$ cat src/rtl/uart_tx_arbiter_if.sv
// APB link between the transmit arbiter (master) and the uart register port (slave).
// Address is 5 bits and data is 8 bits, matching the uart register map.
interface uart_tx_arbiter_if;
  logic [4:0] m_PADDR;
  logic       m_PSEL;
  logic       m_PENABLE;
  logic       m_PWRITE;
  logic [7:0] m_PWDATA;
  logic [7:0] m_PRDATA;
  logic       m_PREADY;
  logic       m_PSLVERR;

  modport master (
    output m_PADDR, m_PSEL, m_PENABLE, m_PWRITE, m_PWDATA,
    input  m_PRDATA, m_PREADY, m_PSLVERR
  );

  modport slave (
    input  m_PADDR, m_PSEL, m_PENABLE, m_PWRITE, m_PWDATA,
    output m_PRDATA, m_PREADY, m_PSLVERR
  );
endinterface

$ cat src/rtl/uart_tx_arbiter.sv
// Round-robin arbiter sharing one uart transmitter among NUM_REQ byte producers.
// Each granted byte: poll the status register until tx_ready, then write TX data.
module uart_tx_arbiter #(
  parameter int         NUM_REQ      = 4,
  parameter logic [4:0] STATUS_ADDR  = 5'h04,
  parameter logic [4:0] TX_DATA_ADDR = 5'h00,
  parameter int         TX_READY_BIT = 0,
  parameter int         POLL_MAX     = 1024
) (
  input  logic                       PCLK,
  input  logic                       PRESET,
  input  logic [NUM_REQ-1:0]         req_valid,
  input  logic [8*NUM_REQ-1:0]       req_data,
  output logic [NUM_REQ-1:0]         req_ack,
  uart_tx_arbiter_if.master          apb,
  output logic                       busy,
  output logic [$clog2(NUM_REQ)-1:0] grant_id,
  output logic                       err_pulse,
  output logic                       timeout_pulse
);

  localparam int GW = $clog2(NUM_REQ);
  localparam int PW = $clog2(POLL_MAX + 1);

  typedef enum logic [2:0] {IDLE, P_SETUP, P_ACCESS, W_SETUP, W_ACCESS} state_e;

  state_e          state, state_n;
  logic [PW-1:0]   poll_cnt, poll_n;
  logic [GW-1:0]   last, last_n, grant_n, pick;
  logic [7:0]      byte_q, byte_n;
  logic [NUM_REQ-1:0] ack_n;
  logic [4:0]      paddr_q, paddr_n;
  logic [7:0]      pwdata_q, pwdata_n;
  logic            psel_q, penable_q, pwrite_q;
  logic            psel_n, penable_n, pwrite_n;
  logic            err_n, tmo_n, busy_n, found;
  int              cand;

  // Only the tx_ready bit of the status word matters.
  logic unused_prdata;
  assign unused_prdata = ^apb.m_PRDATA;

  assign apb.m_PADDR   = paddr_q;
  assign apb.m_PWDATA  = pwdata_q;
  assign apb.m_PSEL    = psel_q;
  assign apb.m_PENABLE = penable_q;
  assign apb.m_PWRITE  = pwrite_q;

  // Round-robin search starting just after the last requester served.
  always_comb begin
    found = 1'b0;
    pick  = '0;
    cand  = 0;
    for (int i = 1; i <= NUM_REQ; i++) begin
      cand = int'(last) + i;
      if (cand >= NUM_REQ) cand = cand - NUM_REQ;
      if (!found && req_valid[cand]) begin
        found = 1'b1;
        pick  = GW'(cand);
      end
    end
  end

  always_comb begin
    // NOTE: every signal gets a default before the case so no path can infer a latch.
    state_n  = state;
    poll_n   = poll_cnt;
    last_n   = last;
    grant_n  = grant_id;
    byte_n   = byte_q;
    ack_n    = '0;
    err_n    = 1'b0;
    tmo_n    = 1'b0;
    paddr_n  = paddr_q;
    pwdata_n = pwdata_q;

    case (state)
      IDLE: begin
        if (found) begin
          state_n     = P_SETUP;
          last_n      = pick;
          grant_n     = pick;
          byte_n      = req_data[8*pick +: 8];
          poll_n      = '0;
          ack_n[pick] = 1'b1;
        end
      end
      P_SETUP: state_n = P_ACCESS;
      P_ACCESS: begin
        if (apb.m_PREADY) begin
          if (apb.m_PSLVERR) begin
            err_n   = 1'b1;
            state_n = IDLE;
          end else if (apb.m_PRDATA[TX_READY_BIT]) begin
            state_n = W_SETUP;
          end else if (poll_cnt + PW'(1) == PW'(POLL_MAX)) begin
            tmo_n   = 1'b1;
            state_n = IDLE;
          end else begin
            poll_n  = poll_cnt + PW'(1);
            state_n = P_SETUP;
          end
        end
      end
      W_SETUP: state_n = W_ACCESS;
      W_ACCESS: begin
        if (apb.m_PREADY) begin
          err_n   = apb.m_PSLVERR;
          state_n = IDLE;
        end
      end
      default: state_n = IDLE;
    endcase

    // Bus outputs are registered, so they are derived from the next state.
    psel_n    = (state_n != IDLE);
    penable_n = (state_n == P_ACCESS) || (state_n == W_ACCESS);
    pwrite_n  = (state_n == W_SETUP) || (state_n == W_ACCESS);
    busy_n    = (state_n != IDLE);
    if (state_n == P_SETUP) paddr_n = STATUS_ADDR;
    if (state_n == W_SETUP) begin
      paddr_n  = TX_DATA_ADDR;
      pwdata_n = byte_n;
    end
  end

  always_ff @(posedge PCLK or posedge PRESET) begin
    if (PRESET) begin
      state         <= IDLE;
      poll_cnt      <= '0;
      last          <= GW'(NUM_REQ - 1);
      grant_id      <= '0;
      byte_q        <= '0;
      req_ack       <= '0;
      paddr_q       <= '0;
      pwdata_q      <= '0;
      psel_q        <= 1'b0;
      penable_q     <= 1'b0;
      pwrite_q      <= 1'b0;
      busy          <= 1'b0;
      err_pulse     <= 1'b0;
      timeout_pulse <= 1'b0;
    end else begin
      // NOTE: non-blocking assignments keep every register sampling pre-edge values.
      state         <= state_n;
      poll_cnt      <= poll_n;
      last          <= last_n;
      grant_id      <= grant_n;
      byte_q        <= byte_n;
      req_ack       <= ack_n;
      paddr_q       <= paddr_n;
      pwdata_q      <= pwdata_n;
      psel_q        <= psel_n;
      penable_q     <= penable_n;
      pwrite_q      <= pwrite_n;
      busy          <= busy_n;
      err_pulse     <= err_n;
      timeout_pulse <= tmo_n;
    end
  end

endmodule
$ cat src/flat_wrapper.sv
// flat-port wrapper written by rule: the top's interface ports become plain ports
module uart_tx_arbiter_flat 
#(
  parameter int         NUM_REQ      = 4,
  parameter logic [4:0] STATUS_ADDR  = 5'h04,
  parameter logic [4:0] TX_DATA_ADDR = 5'h00,
  parameter int         TX_READY_BIT = 0,
  parameter int         POLL_MAX     = 1024
)
  (PCLK, PRESET, req_valid, req_data, req_ack, busy, grant_id, err_pulse, timeout_pulse, apb_m_PADDR, apb_m_PSEL, apb_m_PENABLE, apb_m_PWRITE, apb_m_PWDATA, apb_m_PRDATA, apb_m_PREADY, apb_m_PSLVERR);
  uart_tx_arbiter_if apb_i ();
  input  logic PCLK;
  input  logic PRESET;
  input  logic [NUM_REQ-1:0] req_valid;
  input  logic [8*NUM_REQ-1:0] req_data;
  output logic [NUM_REQ-1:0] req_ack;
  output logic busy;
  output logic [$clog2(NUM_REQ)-1:0] grant_id;
  output logic err_pulse;
  output logic timeout_pulse;
  output wire logic [$bits(apb_i.m_PADDR)-1:0] apb_m_PADDR;
  output wire logic [$bits(apb_i.m_PSEL)-1:0] apb_m_PSEL;
  output wire logic [$bits(apb_i.m_PENABLE)-1:0] apb_m_PENABLE;
  output wire logic [$bits(apb_i.m_PWRITE)-1:0] apb_m_PWRITE;
  output wire logic [$bits(apb_i.m_PWDATA)-1:0] apb_m_PWDATA;
  input wire logic [$bits(apb_i.m_PRDATA)-1:0] apb_m_PRDATA;
  input wire logic [$bits(apb_i.m_PREADY)-1:0] apb_m_PREADY;
  input wire logic [$bits(apb_i.m_PSLVERR)-1:0] apb_m_PSLVERR;
  assign apb_m_PADDR = apb_i.m_PADDR;
  assign apb_m_PSEL = apb_i.m_PSEL;
  assign apb_m_PENABLE = apb_i.m_PENABLE;
  assign apb_m_PWRITE = apb_i.m_PWRITE;
  assign apb_m_PWDATA = apb_i.m_PWDATA;
  assign apb_i.m_PRDATA = apb_m_PRDATA;
  assign apb_i.m_PREADY = apb_m_PREADY;
  assign apb_i.m_PSLVERR = apb_m_PSLVERR;
  uart_tx_arbiter #(.NUM_REQ(NUM_REQ), .STATUS_ADDR(STATUS_ADDR), .TX_DATA_ADDR(TX_DATA_ADDR), .TX_READY_BIT(TX_READY_BIT), .POLL_MAX(POLL_MAX)) u_core (.PCLK(PCLK), .PRESET(PRESET), .req_valid(req_valid), .req_data(req_data), .req_ack(req_ack), .apb(apb_i), .busy(busy), .grant_id(grant_id), .err_pulse(err_pulse), .timeout_pulse(timeout_pulse));
endmodule
$ cat config.mk
export PLATFORM = sky130hd
export DESIGN_NAME = uart_tx_arbiter_flat
export DESIGN_NICKNAME = d
export VERILOG_FILES = /design/src/rtl/uart_tx_arbiter_if.sv /design/src/rtl/uart_tx_arbiter.sv /design/src/flat_wrapper.sv
export SDC_FILE = /design/constraint.sdc
export NUM_CORES = 1
export LEC_CHECK = 0
export BUFFER_PORTS_ARGS = -buffer_cell sky130_fd_sc_hd__buf_2
export CORE_MARGIN = 3
export CORE_UTILIZATION = 51
export DETAILED_ROUTE_END_ITERATION = 16
export PLACE_DENSITY = 0.79
export SETUP_SLACK_MARGIN = 0.1
export SLEW_MARGIN = 20
export SYNTH_ARGS = -nofsm -noshare
export SYNTH_HDL_FRONTEND = slang
export SYNTH_SLANG_ARGS = --single-unit
export TNS_END_PERCENT = 50
$ cat constraint.sdc
create_clock -name PCLK -period 3.3 [get_ports PCLK]
set_input_delay 0.33 -clock PCLK [delete_from_list [all_inputs] [get_ports PCLK]]
set_output_delay 0.33 -clock PCLK [all_outputs]
set_load 0.03 [all_outputs]
# Word-level counts from Yosys, hierarchy flattened
# Index checks and enable logic that the tools add are counted.
# classes
addsub,9
n_mul,0
div_mod_pow,0
magnitude_cmp,10
n_eq_ne,14
shift,1
n_mux,54
bitwise,0
n_reduce_logical,15
# op_table
op,n
greater-or-equal comparator 32 x 4 -> 1 bit (second input constant),4
< comparator 32 x 4 -> 1 bit (second input constant),4
2-to-1 mux 32 bit,4
subtractor 32 x 4 -> 32 bit (second input constant),4
2-to-1 mux 11 bit,5
variable part select 32 x 6 -> 8 bit,1
2-to-1 mux 1 bit,22
case mux 11 bit (2 select lines),1
2-to-1 mux 8 bit,2
2-to-1 mux 3 bit,5
case mux 3 bit (5 select lines),1
== test 3 x 2 -> 1 bit (second input constant),4
adder 11 x 1 -> 11 bit (second input constant),1
== test 11 bit (second input constant),1
2-to-1 mux 5 bit,2
binary-select mux 1 bit (select 2 bit),4
2-to-1 mux 2 bit,4
2-to-1 mux 4 bit,2
!= test 2 bit (second input constant),4
adder 2 x 2 -> 3 bit (second input constant),2
== test 3 x 1 -> 1 bit (second input constant),2
== test 3 bit (second input constant),2
AND reduction 6 bit,1
adder 2 x 3 -> 4 bit (second input constant),1
other kinds (13),20
# word_totals
register_bits,48
latch_bits,0
ramBits,0
mem_bits_ro,0
input_bits,48
out_inout_bits,25
wordCells,116
n_memories,0

# Longest topological paths before layout
# Gate-level depths: netlist of the first run.
# logic_depth
depth_word,22
depth_mapped,9
depth_no_buf,7

# Worst setup path after synthesis of the first run
# Ideal clock, no wire load.
# synth_path
kind,reg-to-reg
start,reg u_core.poll_cnt[0]
end,reg u_core.paddr_q[2] (netlist: u_core.apb.m_PADDR[2])
setup_time_ns,0.124
arrival_time_ns,2.312
required_ns,3.176
setup_slack_ns,0.864
path_stages_with_launch,10
period_less_slack_ns,2.436
path_cell_list,dfrtp_1 > ha_1 > and4_1 > buf_4 > nand2_4 > or4_4 > a211oi_2 > buf_6 > nor2_4 > a211o_1
# synth_via
elab_chain_cells,9
elab_cells_between_ends,11
cone_classes,add/sub (1); eq/ne (3); mux (6); reduce/logical (1)
# synth_lines
item,line,rtl
"start, declared",uart_tx_arbiter.sv:28,"logic [PW-1:0] poll_cnt, poll_n;"
"start signal, assigned",uart_tx_arbiter.sv:146,poll_cnt <= poll_n;
adder 11 x 1 -> 11 bit *,uart_tx_arbiter.sv:96,end else if (poll_cnt + PW'(1) == PW'(POLL_MAX)) begin
== test 11 bit *,uart_tx_arbiter.sv:96,
2-to-1 mux 1 bit *,uart_tx_arbiter.sv:96,
2-to-1 mux 3 bit *,uart_tx_arbiter.sv:94,end else if (apb.m_PRDATA[TX_READY_BIT]) begin
2-to-1 mux 3 bit *,uart_tx_arbiter.sv:91,if (apb.m_PSLVERR) begin
2-to-1 mux 3 bit *,uart_tx_arbiter.sv:90,if (apb.m_PREADY) begin
case mux 3 bit (5 select lines) *,uart_tx_arbiter.sv:77,case (state)
== test 3 x 2 -> 1 bit / == test 3 x 1 -> 1 bit (equally long branches),"uart_tx_arbiter.sv:121, uart_tx_arbiter.sv:120",
2-to-1 mux 5 bit / nonzero test 2 bit (equally long branches),n/a,
"end signal, assigned",uart_tx_arbiter.sv:151,paddr_q <= paddr_n;
"end, declared",uart_tx_arbiter.sv:32,"logic [4:0] paddr_q, paddr_n;"
# Every way passes the cells marked *; elsewhere a longest branch is shown, timed or not.
# A chain may end at the register's enable or synchronous reset.

# Worst setup path after layout of the first run
# Ends and elaborated chain as after synthesis.

==> results of run 1 <==
sequential cells by signal, summed over array words and instances, names as in the netlist:
| register | flops |
|---|---|
| u_core.apb.m_PENABLE | 1 |
| u_core.req_ack | 4 |
| u_core.err_pulse | 1 |
| u_core.apb.m_PWDATA | 8 |
| u_core.apb.m_PADDR | 1 |
| u_core.apb.m_PWRITE | 1 |
| u_core.byte_q | 8 |
| u_core.busy | 1 |
| u_core.grant_id | 2 |
| u_core.last | 2 |
| u_core.timeout_pulse | 1 |
| u_core.state | 3 |
| u_core.poll_cnt | 11 |
cells by family (layout without fill, tap and decap cells):
family / Yosys count / count (layout)
AND/OR/NAND/NOR: 80 / 80
multiplexers: 20 / 20
flip-flops: 44 / 44
AO/OA/AOI/OAI: 61 / 61
XOR/XNOR: 2 / 2
other: 1 / 4
adder cells (fa/ha/maj): 2 / 2
buffers and inverters: 41 / 94
final timing paths:
path | start | to | depth (start not counted)
hold reg to reg | u_core.byte_q[0] | u_core.byte_q[0] | 2
setup reg to reg | u_core.poll_cnt[0] | u_core.apb.m_PADDR[2] | 8
min in group PCLK | apb_m_PREADY | u_core.err_pulse | 3
hold / removal | PRESET | u_core.apb.m_PWDATA[3] | 3
max in group asynchronous | PRESET | u_core.last[0] | 3
setup / recovery | u_core.poll_cnt[0] | u_core.apb.m_PADDR[2] | 8
synthesized netlist by cell type (3+ instances only):
cell                       count
sky130_fd_sc_hd__buf_4         9
sky130_fd_sc_hd__a222oi_1      7
sky130_fd_sc_hd__mux2_2        7
sky130_fd_sc_hd__clkbuf_1     10
sky130_fd_sc_hd__o311ai_0      6
sky130_fd_sc_hd__nand3_1       6
sky130_fd_sc_hd__dfrtp_1      42
sky130_fd_sc_hd__mux2i_1      12
sky130_fd_sc_hd__and2_1        4
sky130_fd_sc_hd__nand2_1      31
sky130_fd_sc_hd__nand2b_1      3
sky130_fd_sc_hd__o31ai_1       4
sky130_fd_sc_hd__nor4_1        5
sky130_fd_sc_hd__o21ai_0      15
sky130_fd_sc_hd__inv_1        19
sky130_fd_sc_hd__nor2_1       10
sky130_fd_sc_hd__or4_1         3
sky130_fd_sc_hd__a21oi_1       9
cell type report:
type / count / area, µm² / share of cell area [%]
Tap cell: 52 / 65.06 / 2.264
Clock inverter: 2 / 60.06 / 2.090
Sequential cell: 44 / 1104 / 38.40
Multi-Input combinational cell: 169 / 1151 / 40.05
Clock buffer: 6 / 72.57 / 2.525
Inverter: 19 / 71.32 / 2.481
Timing Repair Buffer: 67 / 350.3 / 12.19
worst max-delay path, delay by kind of cell, from the launching register on:
kind	cells	cell delay, ns
AND/OR/NAND/NOR	1	0.37
adder cells (fa/ha/maj)	1	0.29
buffers and inverters	1	0.19
flip-flops	1	0.47
AO/OA/AOI/OAI	5	1.26
routing by layer:
| layer | up-vias | global-route usage, % | share of wire [%] |
|---|---|---|---|
| met2 | 78 | 35.40 | 49 |
| met5 | - | 0 | 0 |
| li1 | 1013 | - | - |
| met4 | 0 | 5.825 | 0.99 |
| met1 | 985 | 27.43 | 44 |
| met3 | 5 | 5.073 | 6.1 |
power breakdown:
group | switching (mW) | internal [mW]
registers | 0.119 | 0.722
logic | 0.671 | 0.369
clock network | 0.185 | 0.303
total | 0.976 | 1.39
stage by stage:
stage                     hold WS (ns)  cells  total power [mW]
after global placement          0.4475    351             1.860
after detailed placement        0.4660    351             1.890
after CTS                       0.1713    359             2.380
final                           0.1384    359             2.369
after global routing            0.1952    359             2.533
after floorplan                 0.4317    254             1.614
==> run summary, run 1 <==
WORST SETUP PATH
----------------------------------------------------------------------------------------
Kind of end point of the critical path ....................................    flip-flop
Worst Path Class, Setup ................................................... flip-flop to flip-flop
Standard cell with the maximum stage delay on the critical path ........... sky130_fd_sc_hd__dfrtp_1
Cell with the most instances on the worst path ............................ sky130_fd_sc_hd__a211oi_1
Delay contributed by the slowest stage of the critical path ...............      0.47 ns
Cells traversed along the worst timing path ............................... ha_1 -> and4_1 -> a211oi_1 -> a211oi_1 -> a211oi_2 -> buf_4 -> a2111o_1 -> a211o_1
CP Max Fanout .............................................................            8
Data arrival time of the critical path ....................................      2.88 ns
Required @ worst endpoint .................................................      3.48 ns
Category of the worst setup path launch point .............................    flip-flop
Worst-case register-to-register setup slack ...............................      0.60 ns

STA
----------------------------------------------------------------------------------------
Max-slew headroom .........................................................       39.30%
Max Slew Vio Count ........................................................            0
Final Setup Violations ....................................................            0
Final critical-path setup slack ...........................................    0.6046 ns
Post-route fraction of the period consumed by the critical path ...........       81.68%
Max frequency .............................................................    371.0 MHz
Number of hold violations in the final report .............................            0
RSZ-0062 raised after global routing ......................................        false
Worst clock skew ..........................................................   0.01003 ns
Final TNS setup ...........................................................         0 ns
Clock period minus final worst setup slack ................................     2.695 ns
Worst-margin pin slew .....................................................    0.9071 ns

POWER
----------------------------------------------------------------------------------------
Cell leakage power ........................................................     1.366 nW
Power density cells ....................................................... 824.4 nW/µm²
Worst IR drop on VDD ......................................................  0.0004223 V

ROUTING
----------------------------------------------------------------------------------------
Number of iterations in the first detailed-routing pass ...................            6
Detailed-route wire length per cell .......................................     15.13 µm
Detailed-route via count ..................................................        2,081
Residual DRC count ........................................................            0
Wirelength, routed ........................................................     5.431 mm
DRC violation total after the first TritonRoute iteration .................          161
DRT antenna net count .....................................................            0
Vias per inst .............................................................        5.797

FINAL LAYOUT
----------------------------------------------------------------------------------------
Fillcell total ............................................................          341
Utilization of the core after routing .....................................       64.23%
Net count of the finished layout ..........................................          356
Fraction of layout instances using a drive strength above 1 ...............       30.62%
Growth of design area from synthesis to finish ............................       17.73%
Area of all placed cells without fillers ..................................     2874 µm²
Commonest cells after routing, fill and taps aside ........................ sky130_fd_sc_hd__buf_2, sky130_fd_sc_hd__dfrtp_1, sky130_fd_sc_hd__nand2_1
Most common cell after layout, fill and taps aside ........................ sky130_fd_sc_hd__buf_2
Inserted Diodes ...........................................................            0

LOGIC SYNTHESIS
----------------------------------------------------------------------------------------
Simple-gate share of the synthesized area .................................       17.07%
Post-synthesis sequential area ratio ......................................       45.21%
Mux share of post-synthesis cell area .....................................       9.072%
Synth async-reset ratio ...................................................       100.0%
Synth unique cells ........................................................           53
Largest cells by area after synthesis ..................................... sky130_fd_sc_hd__dfrtp_1, sky130_fd_sc_hd__mux2i_1, sky130_fd_sc_hd__nand2_1
YS warnings ...............................................................            0
Number of enable-type register cells in the synthesized netlist ...........            0
Main flop type after synthesis ............................................ sky130_fd_sc_hd__dfrtp_1
Gate Count Post-Synth .....................................................          251
Xor/xnor share of the synthesized area ....................................      0.7176%
Post-synthesis cell type with the largest combined area ................... sky130_fd_sc_hd__dfrtp_1
Complex-gate fraction of the synthesized area .............................       18.66%
Main combinational cell family by area after synthesis .................... compound AO/OA/AOI/OAI gates
Area share of the largest cell type after synthesis .......................       43.05%
Cell area after technology mapping ........................................     2441 µm²
Area share of fa/ha/maj cells after synthesis .............................       1.025%
Post-Synthesis Mean Instance Area .........................................    9.725 µm²
Number of flip-flops and latches in the synthesized netlist ...............           44

GRT
----------------------------------------------------------------------------------------
Vias in the first global route ............................................        2,063
Number of antenna violations at the first check in global routing .........            0
Maximum number of pins on one net before global-route repair ..............           45
Global-route wire length before repair ....................................     9.197 mm
Remaining global-route overflow ...........................................            0
Total global routing track utilization ....................................       21.12%

CLOCK NETWORK
----------------------------------------------------------------------------------------
Post-CTS Setup Bufs .......................................................            0
Sinks on Clock Net ........................................................           44
CTS Buf Count .............................................................            5
Clock transition at the registers of the reported paths ...................      0.09 ns
CTS tree ..................................................................        built
Source-to-sink clock delay at the later pin of the worst-skew pair ........      0.30 ns
Total of cells resized after clock tree synthesis .........................            0
Max H-tree Level ..........................................................            2
Clock tree root driver cell ............................................... sky130_fd_sc_hd__clkbuf_8
Max Root-Sink Buffers .....................................................            2
Number of hold-repair buffers added at the cts stage ......................            0

FLOORPLANNING
----------------------------------------------------------------------------------------
Number of placement rows ..................................................           24
Die Y .....................................................................     75.19 µm
Number of top-level pins ..................................................           73
Overall die area ..........................................................     5653 µm²
Initial Util ..............................................................       54.56%
Core outline area .........................................................     4474 µm²
Width of the die ..........................................................     75.19 µm

RUN
----------------------------------------------------------------------------------------
Max-cap viol count ........................................................            0

PLACED DESIGN
----------------------------------------------------------------------------------------
Buffers on Ports ..........................................................           61
Setup Slack @ Placement ...................................................    0.6390 ns
Total half-perimeter wirelength after legalization and detailed placement .     3.935 mm
Placement-stage cell area .................................................     2741 µm²
Routability Congestion ....................................................       0.8289

WORST HOLD PATH
----------------------------------------------------------------------------------------
Path class of the lowest-slack min-delay path ............................. input pin to asynchronous set/reset pin

STATUS
----------------------------------------------------------------------------------------
Result of the run ......................................................... finished clean

Note: power is estimated with default switching activity, not from simulation.
==> run 2, diff against run 1 <==
- ABC_AREA: default -> 1
- CORE_UTILIZATION: 51 -> 54
- PLACE_DENSITY: 0.79 -> 0.81
- clock period: 3.3 -> 2.5 ns (I/O delays scaled with it)
==> run 2 against run 1 <==
Against the previous run: wire length rose by 7.3%; via count increased by 19%; fmax rose by 21%; highest routed layer unchanged.
==> run summary, run 2 <==
STATUS
----------------------------------------------------------------------------------------
Result of the run ......................................................... finished clean

LOGIC SYNTHESIS
----------------------------------------------------------------------------------------
Count leader, synth ....................................................... sky130_fd_sc_hd__nand2_1
Synth async-reset ratio ...................................................       100.0%   unchanged
Number of flip-flops and latches in the synthesized netlist ...............           44   unchanged
Xor/xnor share of the synthesized area ....................................      0.5988%   -0.12 points
Area share of fa/ha/maj cells after synthesis .............................      0.8554%   -0.17 points
Number of enable-type register cells in the synthesized netlist ...........            0   unchanged
Complex-gate fraction of the synthesized area .............................       6.287%   -12 points
Simple-gate share of the synthesized area .................................       43.88%   +27 points
Cell area after technology mapping ........................................     2925 µm²   +20%
Main flop type after synthesis ............................................ sky130_fd_sc_hd__dfrtp_1
Post-synthesis sequential area ratio ......................................       37.72%   -7.5 points
Mux share of post-synthesis cell area .....................................           0%   -9.1 points
Synth unique cells ........................................................           38   -28%
Post-synth top cells ...................................................... sky130_fd_sc_hd__nand2_1, sky130_fd_sc_hd__dfrtp_1, sky130_fd_sc_hd__inv_1
Post-Synthesis Mean Instance Area .........................................    7.559 µm²   -22%
Area share of the largest cell type after synthesis .......................       35.93%   -7.1 points
Post-synthesis cell type with the largest combined area ................... sky130_fd_sc_hd__dfrtp_1
Largest cells by area after synthesis ..................................... sky130_fd_sc_hd__dfrtp_1, sky130_fd_sc_hd__nand2_1, sky130_fd_sc_hd__nand3_1
Gate Count Post-Synth .....................................................          387   +54%
Main combinational cell family by area after synthesis .................... simple AND/OR/NAND/NOR gates
YS warnings ...............................................................            0   unchanged

GRT
----------------------------------------------------------------------------------------
Total global routing track utilization ....................................       20.09%   -1.0 points
Vias in the first global route ............................................        2,284   +11%
Maximum number of pins on one net before global-route repair ..............           45   unchanged
Global-route wire length before repair ....................................     10.08 mm   +9.6%
Number of antenna violations at the first check in global routing .........            0   unchanged
Remaining global-route overflow ...........................................            0   unchanged

WORST SETUP PATH
----------------------------------------------------------------------------------------
Cell with the most instances on the worst path ............................ sky130_fd_sc_hd__nand2_1
Required @ worst endpoint .................................................      2.69 ns   -0.79 ns
Data arrival time of the critical path ....................................      2.41 ns   -0.47 ns
CP Max Fanout .............................................................           26   +18
Worst R2R Start ........................................................... u_core.last[0]
Worst r2r path cells ......................................................           10   +2
Delay contributed by the slowest stage of the critical path ...............      0.65 ns   +0.18 ns
Bufs and invs on worst path ...............................................            2   +1
Stages on the worst setup path ............................................           10   +2
Kind of end point of the critical path ....................................    flip-flop
Cells traversed along the worst timing path ............................... inv_6 -> nand2_1 -> nand2_1 -> o21ai_2 -> nand3b_4 -> nand2_4 -> inv_2 -> nand3_1 -> nand3_1 -> nand2_1
Standard cell with the maximum stage delay on the critical path ........... sky130_fd_sc_hd__dfstp_2
FF-to-FF End .............................................................. u_core.apb.m_PWDATA[0]
Kind of cell adding the most delay to the critical path ................... simple AND/OR/NAND/NOR gates
Worst Path Class, Setup ................................................... flip-flop to flip-flop
Critical path startpoint .................................................. u_core.last[0]
Category of the worst setup path launch point .............................    flip-flop
End point of the critical path ............................................ u_core.apb.m_PWDATA[0]
Worst-case register-to-register setup slack ...............................      0.28 ns   -0.33 ns

ROUTING
----------------------------------------------------------------------------------------
Wire length on met1 .......................................................     2.710 mm   +14%
DRT antenna net count .....................................................            0   unchanged
Vias per inst .............................................................        4.789   -17%
Detailed-route via count ..................................................        2,471   +19%
Detailed-route wire length per cell .......................................     11.29 µm   -25%
Routed length on met2 .....................................................     2.695 mm   +0.63%
Residual DRC count ........................................................            0   unchanged
Met3 wire len .............................................................       336 µm   +2.1%
DRC violation total after the first TritonRoute iteration .................          141   -12%
Wirelength, routed ........................................................     5.826 mm   +7.3%
Highest metal layer with signal wires .....................................         met4
Number of iterations in the first detailed-routing pass ...................            4   -2

POWER
----------------------------------------------------------------------------------------
Cell leakage power ........................................................     1.783 nW   +31%
Worst IR drop on VDD ......................................................  0.0008024 V   +90%
Power density cells .......................................................  1509 nW/µm²   +83%

CLOCK NETWORK
----------------------------------------------------------------------------------------
CTS tree ..................................................................        built
Clock tree root driver cell ............................................... sky130_fd_sc_hd__clkbuf_8
Max H-tree Level ..........................................................            2   unchanged
Sinks on Clock Net ........................................................           44   unchanged
Number of hold-repair buffers added at the cts stage ......................            0   unchanged
CTS Buf Count .............................................................            5   unchanged
Post-CTS Setup Bufs .......................................................            0   unchanged
Clock transition at the registers of the reported paths ...................      0.08 ns   about the same
Source-to-sink clock delay at the later pin of the worst-skew pair ........      0.30 ns   about the same
Max Root-Sink Buffers .....................................................            2   unchanged
Total of cells resized after clock tree synthesis .........................            0   unchanged

STA
----------------------------------------------------------------------------------------
Clock period minus final worst setup slack ................................     2.222 ns   -0.4738 ns
Max-slew headroom .........................................................       64.69%   +25 points
Number of hold violations in the final report .............................            0   unchanged
Worst-margin pin slew .....................................................    0.5297 ns   -0.3774 ns
Max frequency .............................................................    450.1 MHz   +21%
RSZ-0062 raised after global routing ......................................        false
Worst clock skew ..........................................................  0.005592 ns   -0.004433 ns
Final Setup Violations ....................................................            0   unchanged
Max Slew Vio Count ........................................................            0   unchanged
Post-route fraction of the period consumed by the critical path ...........       88.86%   +7.2 points
Final TNS setup ...........................................................         0 ns   unchanged

PLACED DESIGN
----------------------------------------------------------------------------------------
Placed insts ..............................................................          508   +45%
Buffers on Ports ..........................................................           61   unchanged
Total half-perimeter wirelength after legalization and detailed placement .     4.406 mm   +12%
Routability Congestion ....................................................       0.8802   +6.2%

RUN
----------------------------------------------------------------------------------------
Max-cap viol count ........................................................            0   unchanged

FINAL LAYOUT
----------------------------------------------------------------------------------------
Growth of design area from synthesis to finish ............................       14.33%
Commonest cells after routing, fill and taps aside ........................ sky130_fd_sc_hd__nand2_1, sky130_fd_sc_hd__buf_2, sky130_fd_sc_hd__dfrtp_1
Fraction of layout instances using a drive strength above 1 ...............       32.29%   +1.7 points
Number of flip-flops under the largest register name ......................           11   unchanged
Final Instance Count excl. Fillers ........................................          516   +44%
Most common cell after layout, fill and taps aside ........................ sky130_fd_sc_hd__nand2_1
Register with the highest flop count ...................................... u_core.poll_cnt
Inserted Diodes ...........................................................            0   unchanged
Net count of the finished layout ..........................................          495   +39%

FLOORPLANNING
----------------------------------------------------------------------------------------
Die Y .....................................................................     79.60 µm   +5.9%
Core outline area .........................................................     5172 µm²   +16%
Initial Util ..............................................................       56.56%   +2.0 points
Number of top-level pins ..................................................           73   unchanged
Overall die area ..........................................................     6336 µm²   +12%
Width of the die ..........................................................     79.60 µm   +5.9%
Number of placement rows ..................................................           26   +8.3%

WORST HOLD PATH
----------------------------------------------------------------------------------------
Path class of the lowest-slack min-delay path ............................. input pin to asynchronous set/reset pin

[run 2: cell types whose count changed in the layout (fill, tap and decap cells not counted), moves of 10 or more]
cell,change
sky130_fd_sc_hd__inv_1,+18
sky130_fd_sc_hd__mux2i_1,-12
sky130_fd_sc_hd__nand2_1,+103
sky130_fd_sc_hd__nand2_2,+26
sky130_fd_sc_hd__nand3_1,+28
sky130_fd_sc_hd__nor2_1,+10
sky130_fd_sc_hd__o21ai_0,-10
[run 2: cell type report]
| class | instances | area, µm² |
|---|---|---|
| timing repair buffer | 63 | 320.3 |
| tap | 70 | 87.58 |
| clock buffer | 6 | 82.58 |
| fill | 464 | 1828 |
| multi-input combinational | 287 | 1539 |
| sequential | 44 | 1104 |
| clock inverter | 2 | 38.79 |
| inverter | 44 | 172.7 |
[run 2: worst reg2reg max path, cell delays in order (launching register included)]
cell and delay [ns]:
sky130_fd_sc_hd__dfstp_2 0.65, sky130_fd_sc_hd__inv_6 0.09, sky130_fd_sc_hd__nand2_1 0.09, sky130_fd_sc_hd__nand2_1 0.09
sky130_fd_sc_hd__o21ai_2 0.22, sky130_fd_sc_hd__nand3b_4 0.19, sky130_fd_sc_hd__nand2_4 0.08, sky130_fd_sc_hd__inv_2 0.37
sky130_fd_sc_hd__nand3_1 0.20, sky130_fd_sc_hd__nand3_1 0.10, sky130_fd_sc_hd__nand2_1 0.05
[run 2: metal layers]
layer  up-vias  global-route usage [%]
met2        65                   33.06
met1      1077                   26.41
li1       1321                       -
met3         8                   3.837
met5         -                       0
met4         0                   6.873
[run 2: kinds of logic after synthesis]
| group | count (synthesis) |
|---|---|
| other | 1 |
| buffers and inverters | 59 |
| adders and majority gates | 2 |
| AOI/OAI and AO/OA | 27 |
| DFF | 44 |
| and+or+nand+nor | 252 |
| xor gates and xnor gates | 2 |
[run 2: through the flow]
step	util [%]	power (mW)	hold WS, ns	cell area, µm²	setup WS, ns
after floorplan	-	4.060	0.3218	2937	0.5775
after global placement	62.02	4.351	0.4091	3208	0.3276
after detailed placement	62.02	4.434	0.4079	3208	0.2954
after CTS	64.37	5.032	0.07341	3329	0.2758
after global routing	64.66	5.491	0.1031	3344	0.1019
final	64.66	5.046	0.06129	3344	0.2784
[run 2: worst min path at each step]
stage | endpoint | slack (ns)
after CTS | u_core.apb.m_PWDATA[6] | 0.07
after global routing | u_core.apb.m_PADDR[2] | 0.10
after detailed placement | u_core.poll_cnt[3] | 0.41
final | u_core.poll_cnt[0] | 0.06
after global placement | u_core.apb.m_PWDATA[6] | 0.41
after floorplan | u_core.timeout_pulse | 0.32
[run 2: where the power goes]
part | internal (mW) | switching, mW | total (mW)
clock network | 0.327 | 0.247 | 0.574
logic | 1.01 | 2.31 | 3.32
registers | 1.00 | 0.152 | 1.15
total | 2.33 | 2.71 | 5.05
